$ cat src/rtl/systolic_pkg.sv
// Shared types and default dimensions for the systolic MAC array blocks.
package systolic_pkg;

  localparam int unsigned BITS_AB_DEF = 8;
  localparam int unsigned BITS_C_DEF  = 32;
  localparam int unsigned DIM_DEF     = 8;

  typedef logic signed [BITS_AB_DEF-1:0] a_elem_t;
  typedef a_elem_t [DIM_DEF-1:0] a_row_t;

  typedef enum logic {StIdle, StStream} skew_state_t;

endpackage

$ cat src/rtl/skew_lane.sv
// One west-edge lane: a stored A row, a parallel-load column shifter and a LANE-deep delay chain.
module skew_lane #(
  parameter int unsigned BITS_AB = 8,
  parameter int unsigned DIM     = 8,
  parameter int unsigned LANE    = 0
) (
  input  logic                   clk,
  input  logic                   rst,
  input  logic                   we_i,
  input  logic                   load_i,
  input  logic                   run_i,
  input  logic [DIM*BITS_AB-1:0] row_i,
  output logic [BITS_AB-1:0]     lane_o
);

  typedef logic [BITS_AB-1:0] elem_t;

  elem_t [DIM-1:0] mem_q;
  elem_t [DIM-1:0] shift_q;
  elem_t           feed;

  // Element 0 leaves straight from storage on the load edge, so the shifter keeps the rest.
  assign feed = load_i ? mem_q[0] : shift_q[0];

  always_ff @(posedge clk) begin
    if (rst) begin
      mem_q   <= '0;
      shift_q <= '0;
    end else begin
      if (we_i) begin
        mem_q <= row_i;
      end
      if (load_i) begin
        shift_q <= mem_q >> BITS_AB;
      end else if (run_i) begin
        shift_q <= shift_q >> BITS_AB;
      end
    end
  end

  if (LANE == 0) begin : g_direct
    elem_t out_q;

    always_ff @(posedge clk) begin
      if (rst) begin
        out_q <= '0;
      end else begin
        out_q <= (load_i || run_i) ? feed : '0;
      end
    end

    assign lane_o = out_q;
  end else begin : g_chain
    elem_t [LANE-1:0] dly_q, dly_d;
    elem_t            out_q, out_d;

    always_comb begin
      dly_d = dly_q;
      out_d = '0;
      if (load_i || run_i) begin
        out_d = load_i ? '0 : dly_q[LANE-1];
        for (int unsigned k = 1; k < LANE; k++) begin
          dly_d[k] = load_i ? '0 : dly_q[k-1];
        end
        dly_d[0] = feed;
      end
    end

    always_ff @(posedge clk) begin
      if (rst) begin
        dly_q <= '0;
        out_q <= '0;
      end else begin
        dly_q <= dly_d;
        out_q <= out_d;
      end
    end

    assign lane_o = out_q;
  end

endmodule

$ cat src/rtl/mem_a_skew.sv
// Operand-A staging buffer: stores a DIM x DIM tile and streams it diagonally skewed.
module mem_a_skew
  import systolic_pkg::*;
#(
  parameter int unsigned BITS_AB    = BITS_AB_DEF,
  parameter int unsigned DIM        = DIM_DEF,
  localparam int unsigned ROWBITS   = $clog2(DIM),
  localparam int unsigned STEPBITS  = $clog2(2*DIM)
) (
  input  logic                   clk,
  input  logic                   rst,
  input  logic                   wr_en,
  input  logic [ROWBITS-1:0]     a_row,
  input  logic [DIM*BITS_AB-1:0] Ain,
  input  logic                   start,
  output logic [DIM*BITS_AB-1:0] Aout,
  output logic                   valid,
  output logic [STEPBITS-1:0]    step,
  output logic                   busy,
  output logic                   done
);

  localparam logic [STEPBITS-1:0] LastStep = STEPBITS'(2*DIM-2);

  skew_state_t         state_q;
  logic [STEPBITS-1:0] step_q;
  logic                done_q;
  logic                idle;
  logic                load;
  logic                run;

  // A write in the same cycle as start wins; start is dropped.
  assign idle = (state_q == StIdle);
  assign load = idle && start && !wr_en;
  assign run  = (state_q == StStream) && (step_q != LastStep);

  always_ff @(posedge clk) begin
    if (rst) begin
      state_q <= StIdle;
      step_q  <= '0;
      done_q  <= 1'b0;
    end else begin
      case (state_q)
        StIdle: begin
          if (load) begin
            state_q <= StStream;
            step_q  <= '0;
            done_q  <= 1'b0;
          end
        end
        StStream: begin
          if (step_q == LastStep) begin
            state_q <= StIdle;
            step_q  <= '0;
            done_q  <= 1'b0;
          end else begin
            step_q <= step_q + 1'b1;
            done_q <= ((step_q + 1'b1) == LastStep);
          end
        end
        default: begin
          state_q <= StIdle;
          step_q  <= '0;
          done_q  <= 1'b0;
        end
      endcase
    end
  end

  assign valid = (state_q == StStream);
  assign busy  = (state_q == StStream);
  assign step  = step_q;
  assign done  = done_q;

  for (genvar r = 0; r < DIM; r++) begin : g_lane
    skew_lane #(
      .BITS_AB (BITS_AB),
      .DIM     (DIM),
      .LANE    (r)
    ) u_lane (
      .clk    (clk),
      .rst    (rst),
      .we_i   (wr_en && idle && (a_row == ROWBITS'(r))),
      .load_i (load),
      .run_i  (run),
      .row_i  (Ain),
      .lane_o (Aout[r*BITS_AB +: BITS_AB])
    );
  end

endmodule

$ cat config.mk
export PLATFORM = sky130hd
export DESIGN_NAME = mem_a_skew
export DESIGN_NICKNAME = d
export VERILOG_FILES = /design/src/rtl/systolic_pkg.sv /design/src/rtl/skew_lane.sv /design/src/rtl/mem_a_skew.sv
export SDC_FILE = /design/constraint.sdc
export NUM_CORES = 2
export LEC_CHECK = 0
export ABC_AREA = 1
export BUFFER_PORTS_ARGS = -buffer_cell sky130_fd_sc_hd__buf_2
export CORE_AREA = 3 3 378 380
export CTS_CLUSTER_SIZE = 12
export DETAILED_ROUTE_END_ITERATION = 12
export DIE_AREA = 0 0 381 383
export SETUP_SLACK_MARGIN = 0.02
export SYNTH_ARGS = -nofsm -noshare
export SYNTH_HDL_FRONTEND = slang
export SYNTH_HIERARCHICAL = 1
export SYNTH_SLANG_ARGS = --single-unit
$ cat constraint.sdc
create_clock -name clk -period 3 [get_ports clk]
set_input_delay 0.45 -clock clk [delete_from_list [all_inputs] [get_ports clk]]
set_output_delay 0.45 -clock clk [all_outputs]
set_load 0.02 [all_outputs]
# After elaboration in Yosys (flattened, before gate mapping)
# Cells that the tools add are included.
# classes
addsub,1
mul,0
div_mod_pow,0
n_lt_le_gt_ge,0
n_eq_ne,11
shifts,0
mux,54
bitwise_logic,2
reduce_logical,18
# ops
cell,count
two-way mux 56 bit,16
two-way mux 8 bit,29
"== test 3 bit, second input constant",4
logical AND 1 bit,12
"== test 4 bit, second input constant",2
two-way mux 4 bit,2
case mux 4 bit (2 select lines),1
"== test 3 x 2 -> 1 bit, second input constant",2
"adder 4 x 1 -> 4 bit, second input constant",1
two-way mux 1 bit,4
"!= test 4 bit, second input constant",1
case mux 1 bit (2 select lines),2
"== test 3 x 1 -> 1 bit, second input constant",1
logical NOT 3 bit,1
OR reduction 3 bit,1
"!= test 2 x 1 -> 1 bit, second input constant",1
inverter 1 bit,2
nonzero test 2 bit,1
OR reduction 2 bit,1
logical NOT 1 bit,1
logical OR 1 bit,1
# word_totals
reg_bits,1254
latchBits,0
ramBits,0
romBits,0
input_bits,71
out_inout_bits,71
wordCells,245
memories,0

# Depth between registers and ports, before layout
# depth
ltp_word,6
ltp_mapped,13

# Cells and area by module
# The synthesis kept the hierarchy.
# by_module_without_submodules
module,n_inst,cells_each,area_per_inst_um2,seq_area_each_um2
skew_lane (g_lane[7].u_lane),1,948,6932.9,3683.5
skew_lane (g_lane[6].u_lane),1,921,6686.4,3523.4
skew_lane (g_lane[5].u_lane),1,894,6437.4,3363.2
skew_lane (g_lane[4].u_lane),1,867,6175.9,3203.1
skew_lane (g_lane[3].u_lane),1,850,6038.3,3042.9
skew_lane (g_lane[2].u_lane),1,794,5634.2,2882.8
skew_lane (g_lane[1].u_lane),1,761,5406.4,2722.6
skew_lane (g_lane[0].u_lane),1,720,5177.5,2562.5
mem_a_skew,1,65,414.1,120.1

# Worst setup path before layout
# No wires, ideal clock.
# synth_timing
kind,register to register
from,register step_q[0] (netlist: step[0])
to,register g_lane[7].u_lane/g_chain.dly_q[16] in the netlist's numbering
setup_ps,137
t_arrival_ps,2038
setup_slack_ps,825
path_stages_with_launch,11
period_less_slack_ps,2175
cell_sequence,dfxtp_1 inv_1 ha_1 nand3_2 nand2_2 inv_1 buf_2 inv_1 nand2_1 clkbuf_1 o22ai_1
# synth_between
elab_chain_len,3
# synth_lines
element,line_no,source
start: declaration,mem_a_skew.sv:26,logic [STEPBITS-1:0] step_q;
start signal: assignment,mem_a_skew.sv:57,step_q <= step_q + 1'b1;
!= test 4 bit,mem_a_skew.sv:35,assign run = (state_q == StStream) && (step_q != LastStep);
logical AND 1 bit,mem_a_skew.sv:35,
named net run,mem_a_skew.sv:30,logic run;
logical OR 1 bit,skew_lane.sv:60,if (load_i || run_i) begin
end signal: assignment,skew_lane.sv:74,dly_q <= dly_d;
end: declaration,skew_lane.sv:54,"elem_t [LANE-1:0] dly_q, dly_d;"
# The timed path passes the listed nets, and every way through them passes these cells.
# A chain may end at the register's enable or synchronous reset.

# Worst setup path in the final report
# layout_timing
from,register state_q (netlist: busy)
to,register g_lane[1].u_lane.g_chain.out_q[2]
# layout_between
elab_chain_len,6
elab_cells_between_ends,7
classes_between,bitwise: 2; reduce/logical: 5
# layout_lines
element,line_no,source
start: declaration,mem_a_skew.sv:25,skew_state_t state_q;
start signal: assignment,mem_a_skew.sv:39,state_q <= StIdle;
start signal: assignment,mem_a_skew.sv:46,state_q <= StStream;
start signal: assignment,mem_a_skew.sv:53,state_q <= StIdle;
inverter 1 bit (*),-,
logical AND 1 bit (*) (2 in a row),mem_a_skew.sv:34,assign load = idle && start && !wr_en;
named net load,mem_a_skew.sv:29,logic load;
logical OR 1 bit,skew_lane.sv:60,
inverter 1 bit (no line),-,
OR reduction 3 bit (no line) (*),-,
end signal: assignment,skew_lane.sv:75,out_q <= out_d;
end: declaration,skew_lane.sv:55,"elem_t out_q, out_d;"
# Mark *: on every way through the listed nets, which the timed path passes. The rest lies on a longest branch.

==> results.toml <==
[outcome]
outcome = "finished, final reports clean"

[sta]
layout_worst_path_cycle_share_pct = 92.00
post-route-min-period_ns = 2.760
rsz0062_at_grt = "no"
tns_ns = 0
setup_viol = 0
hold_viol_final = 0
slew_violations = 0
fmax_ghz = 0.3623
finClkSkew_ns = 0.02794
max_slew.worst_pin.slew_ns = 1.164
timing.slew.headroom_pct = 22.23
hold_ws_ns = 0.1336

[setup_path]
slowest_delay_ns = 0.81
crit_top_cell = "nor2_1"
path_delay_family = "buffers and inverters"
reg2reg_slack_ns = 0.24
setup.worst_path.class = "reg -> reg"
cp-startpoint = "busy"
end_kind = "flop"
required_ns = 3.69
path_buf_inv = 3
r2r_start = "busy"
crit_path_start_kind = "flop"
arrival_ns = 3.45
path_max_fanout = 57
critical_path.cell_chain = "nor2_1 > nand2_1 > inv_8 > buf_4 > inv_2 > nand3_1 > nor2_1"
crit_slowest_cell = "inv_2"

[global_route]
grt-ovfl-total = 0
track_usage_pct = 20.41
antenna_found_initial = 18
grt_first_pass_wirelength_um = 232600
grt_pass1_vias = 39200
grt_max_degree = 117

[clocking]
clock_latency_ns = 0.78
cts_tree = "yes"
clk_pin_slew_ns = 0.06
cts_buffers = 139
clockBufferDepth = 3
root_buffer = "clkbuf_16"
htree_levels = 4
cts-resized-gates = 0
cts_num_sinks = 1254
post_cts_buffers = 0

[layout]
final_area_sq_um = 55350
area_growth_pct = 13.18
fillers = 14510
seqCellArea_sq_um = 25100
nets = 6802
multi_input_area_sq_um = 20000
drive_above_1_share_pct = 7.310
fin_util_pct = 39.67

[route]
drt_iter0_drc = 4210
viasPerCell = 4.948
drc = 0
drtAntennaViolNets = 0
wirelength_um = 153400
vias = 43080
firstDrtPassIters = 5
routedWlPerCell_um = 17.62

[floorplanning]
ios = 142
rows = 137
start_util_pct = 35.05
core_sq_um = 139500
die_h_um = 383
die_w_um = 381
die_area_sq_um = 145900

[placed_design]
placed_area_sq_um = 50820
numPortBuffers = 141
gp_congestion = 0.7888
dpl.hpwl_um = 84590

[pwr]
p_total_mw = 37.36
power_density_nw_per_um2 = 675.0
p_leak_nw = 24.53
irDropWorstVdd_mv = 0.4277

[yosys]
synthMuxAreaShare_pct = 0
synth_area_sq_um = 48900
synth-edff-count = 0
syn_nets = 6894
synthAdderAreaFrac_pct = 0.07676
synth-simple-area-share_pct = 28.97
synth_top_area_share_pct = 51.33
synthTopCellsByArea = "dfxtp_1 (51%), nor2_1 (12%), nand2_1 (12%)"
synth-compound-area-share_pct = 11.72
yosysTopAreaCell = "dfxtp_1"
synth_top_family_by_area = "simple AND/OR/NAND/NOR gates"
yosysWarnings = 6
yosysUniqueCellTypes = 32
synth_top_flop_cell = "dfxtp_1"
syn_area_per_cell_sq_um = 7.171
synth-seq-cells = 1254
async_flop_share_pct = 0
syn_inst = 6820
synth_seq_area_share_pct = 51.33
synthXorXnorAreaFrac_pct = 0

[worst_hold_path]
hold_path.class = "in -> reg"
holdCritStartpoint = "rst"

[flow_run]
maxCapViolCount = 0
[stage by stage]
step	setup WS (ns)	std cells
final	0.2399	8706
after global routing	0.05972	8702
after CTS	0.2529	8702
after detailed placement	0.1730	8462
after global placement	0.2011	8462
after floorplan	0.8253	6820
[flip-flops by register name, indices dropped and copies added (netlist names)]
name,count
g_lane.u_lane/mem_q,512
g_lane.u_lane/lane_o,64
done,1
busy,1
step,4
g_lane.u_lane/shift_q,448
g_lane.u_lane/g_chain.dly_q,224
[final timing paths]
path / to / cells after the start
min: g_lane[6].u_lane/g_chain.dly_q[47] / 2
min reg2reg: g_lane[3].u_lane/lane_o[3] / 2
max: g_lane[1].u_lane/lane_o[2] / 7
max reg2reg: g_lane[1].u_lane/lane_o[2] / 7
[Yosys cell counts, drive strengths merged (3+ instances only)]
cell type,count
nor2,1578
nand2,1544
dfxtp,1254
o21ai,816
nand3,430
inv,409
buf,290
clkbuf,181
a21oi,152
a21boi,60
o22ai,52
nor3,29
a22oi,12
or2,5
ha,3
[worst register-to-register path, cell delays in order, from the launching register on]
cell and delay, ns:
dfxtp_1 0.44, nor2_1 0.08, nand2_1 0.18, inv_8 0.16
buf_4 0.28, inv_2 0.81, nand3_1 0.51, nor2_1 0.22
[report_power, final]
group / switching [mW] / total (mW) / leakage (nW) / internal [mW]
registers: 0.277 / 17.5 / 10.2 / 17.3
logic: 2.31 / 3.07 / 12.2 / 0.760
clock network: 7.06 / 16.7 / 2.19 / 9.69
[metal layers]
metal | vias to the layer above | share of wire [%] | global-route usage (%)
li1 | 21300 | - | -
met1 | 20310 | 46 | 28.09
met2 | 1269 | 44 | 31.85
met3 | 205 | 7.3 | 4.107
met4 | 0 | 3.1 | 6.993
met5 | - | 0 | 0
[layout make-up]
type	count	area share (%)
multi-input cells	4686	36.14
flip-flops and latches	1254	45.36
inverters	409	2.812
well taps	1876	4.241
repair buffers	238	3.285
clock buffers	211	7.354
diodes	4	0.01809
clock inverters	28	0.7935
[cells by family (layout without fill, tap and decap cells)]
kind of cell    Yosys count  in the layout
fa+ha+maj                 3              3
other cells               0              4
flops                  1254           1254
simple gates           3590           3590
compound gates         1093           1093
buf+inv                 880            886
[what timing repair did]
action                                  CTS  global route
endpoints found under the setup margin    0             0
hold buffers                              1             0
hold endpoints to repair                  5             0
[cell usage in the layout, fill, tap and decap left out, drive strengths merged]
master,synthesis,routed
clkbuf,181,211
nand3,430,430
dfxtp,1254,1254
o21ai,816,816
a211oi,1,1
ha,3,3
o22ai,52,52
a21boi,60,60
clkinvlp,0,1
dlygate4sd3,0,1
a21oi,152,152
diode,0,4
nand3b,2,2
buf,290,237
nor3,29,29
clkinv,0,21
nor2,1578,1578
bufinv,0,3
nand4,2,2
a22oi,12,12
inv,409,412
or2,5,5
nand2,1544,1544
(Power assumes the default switching activity.)
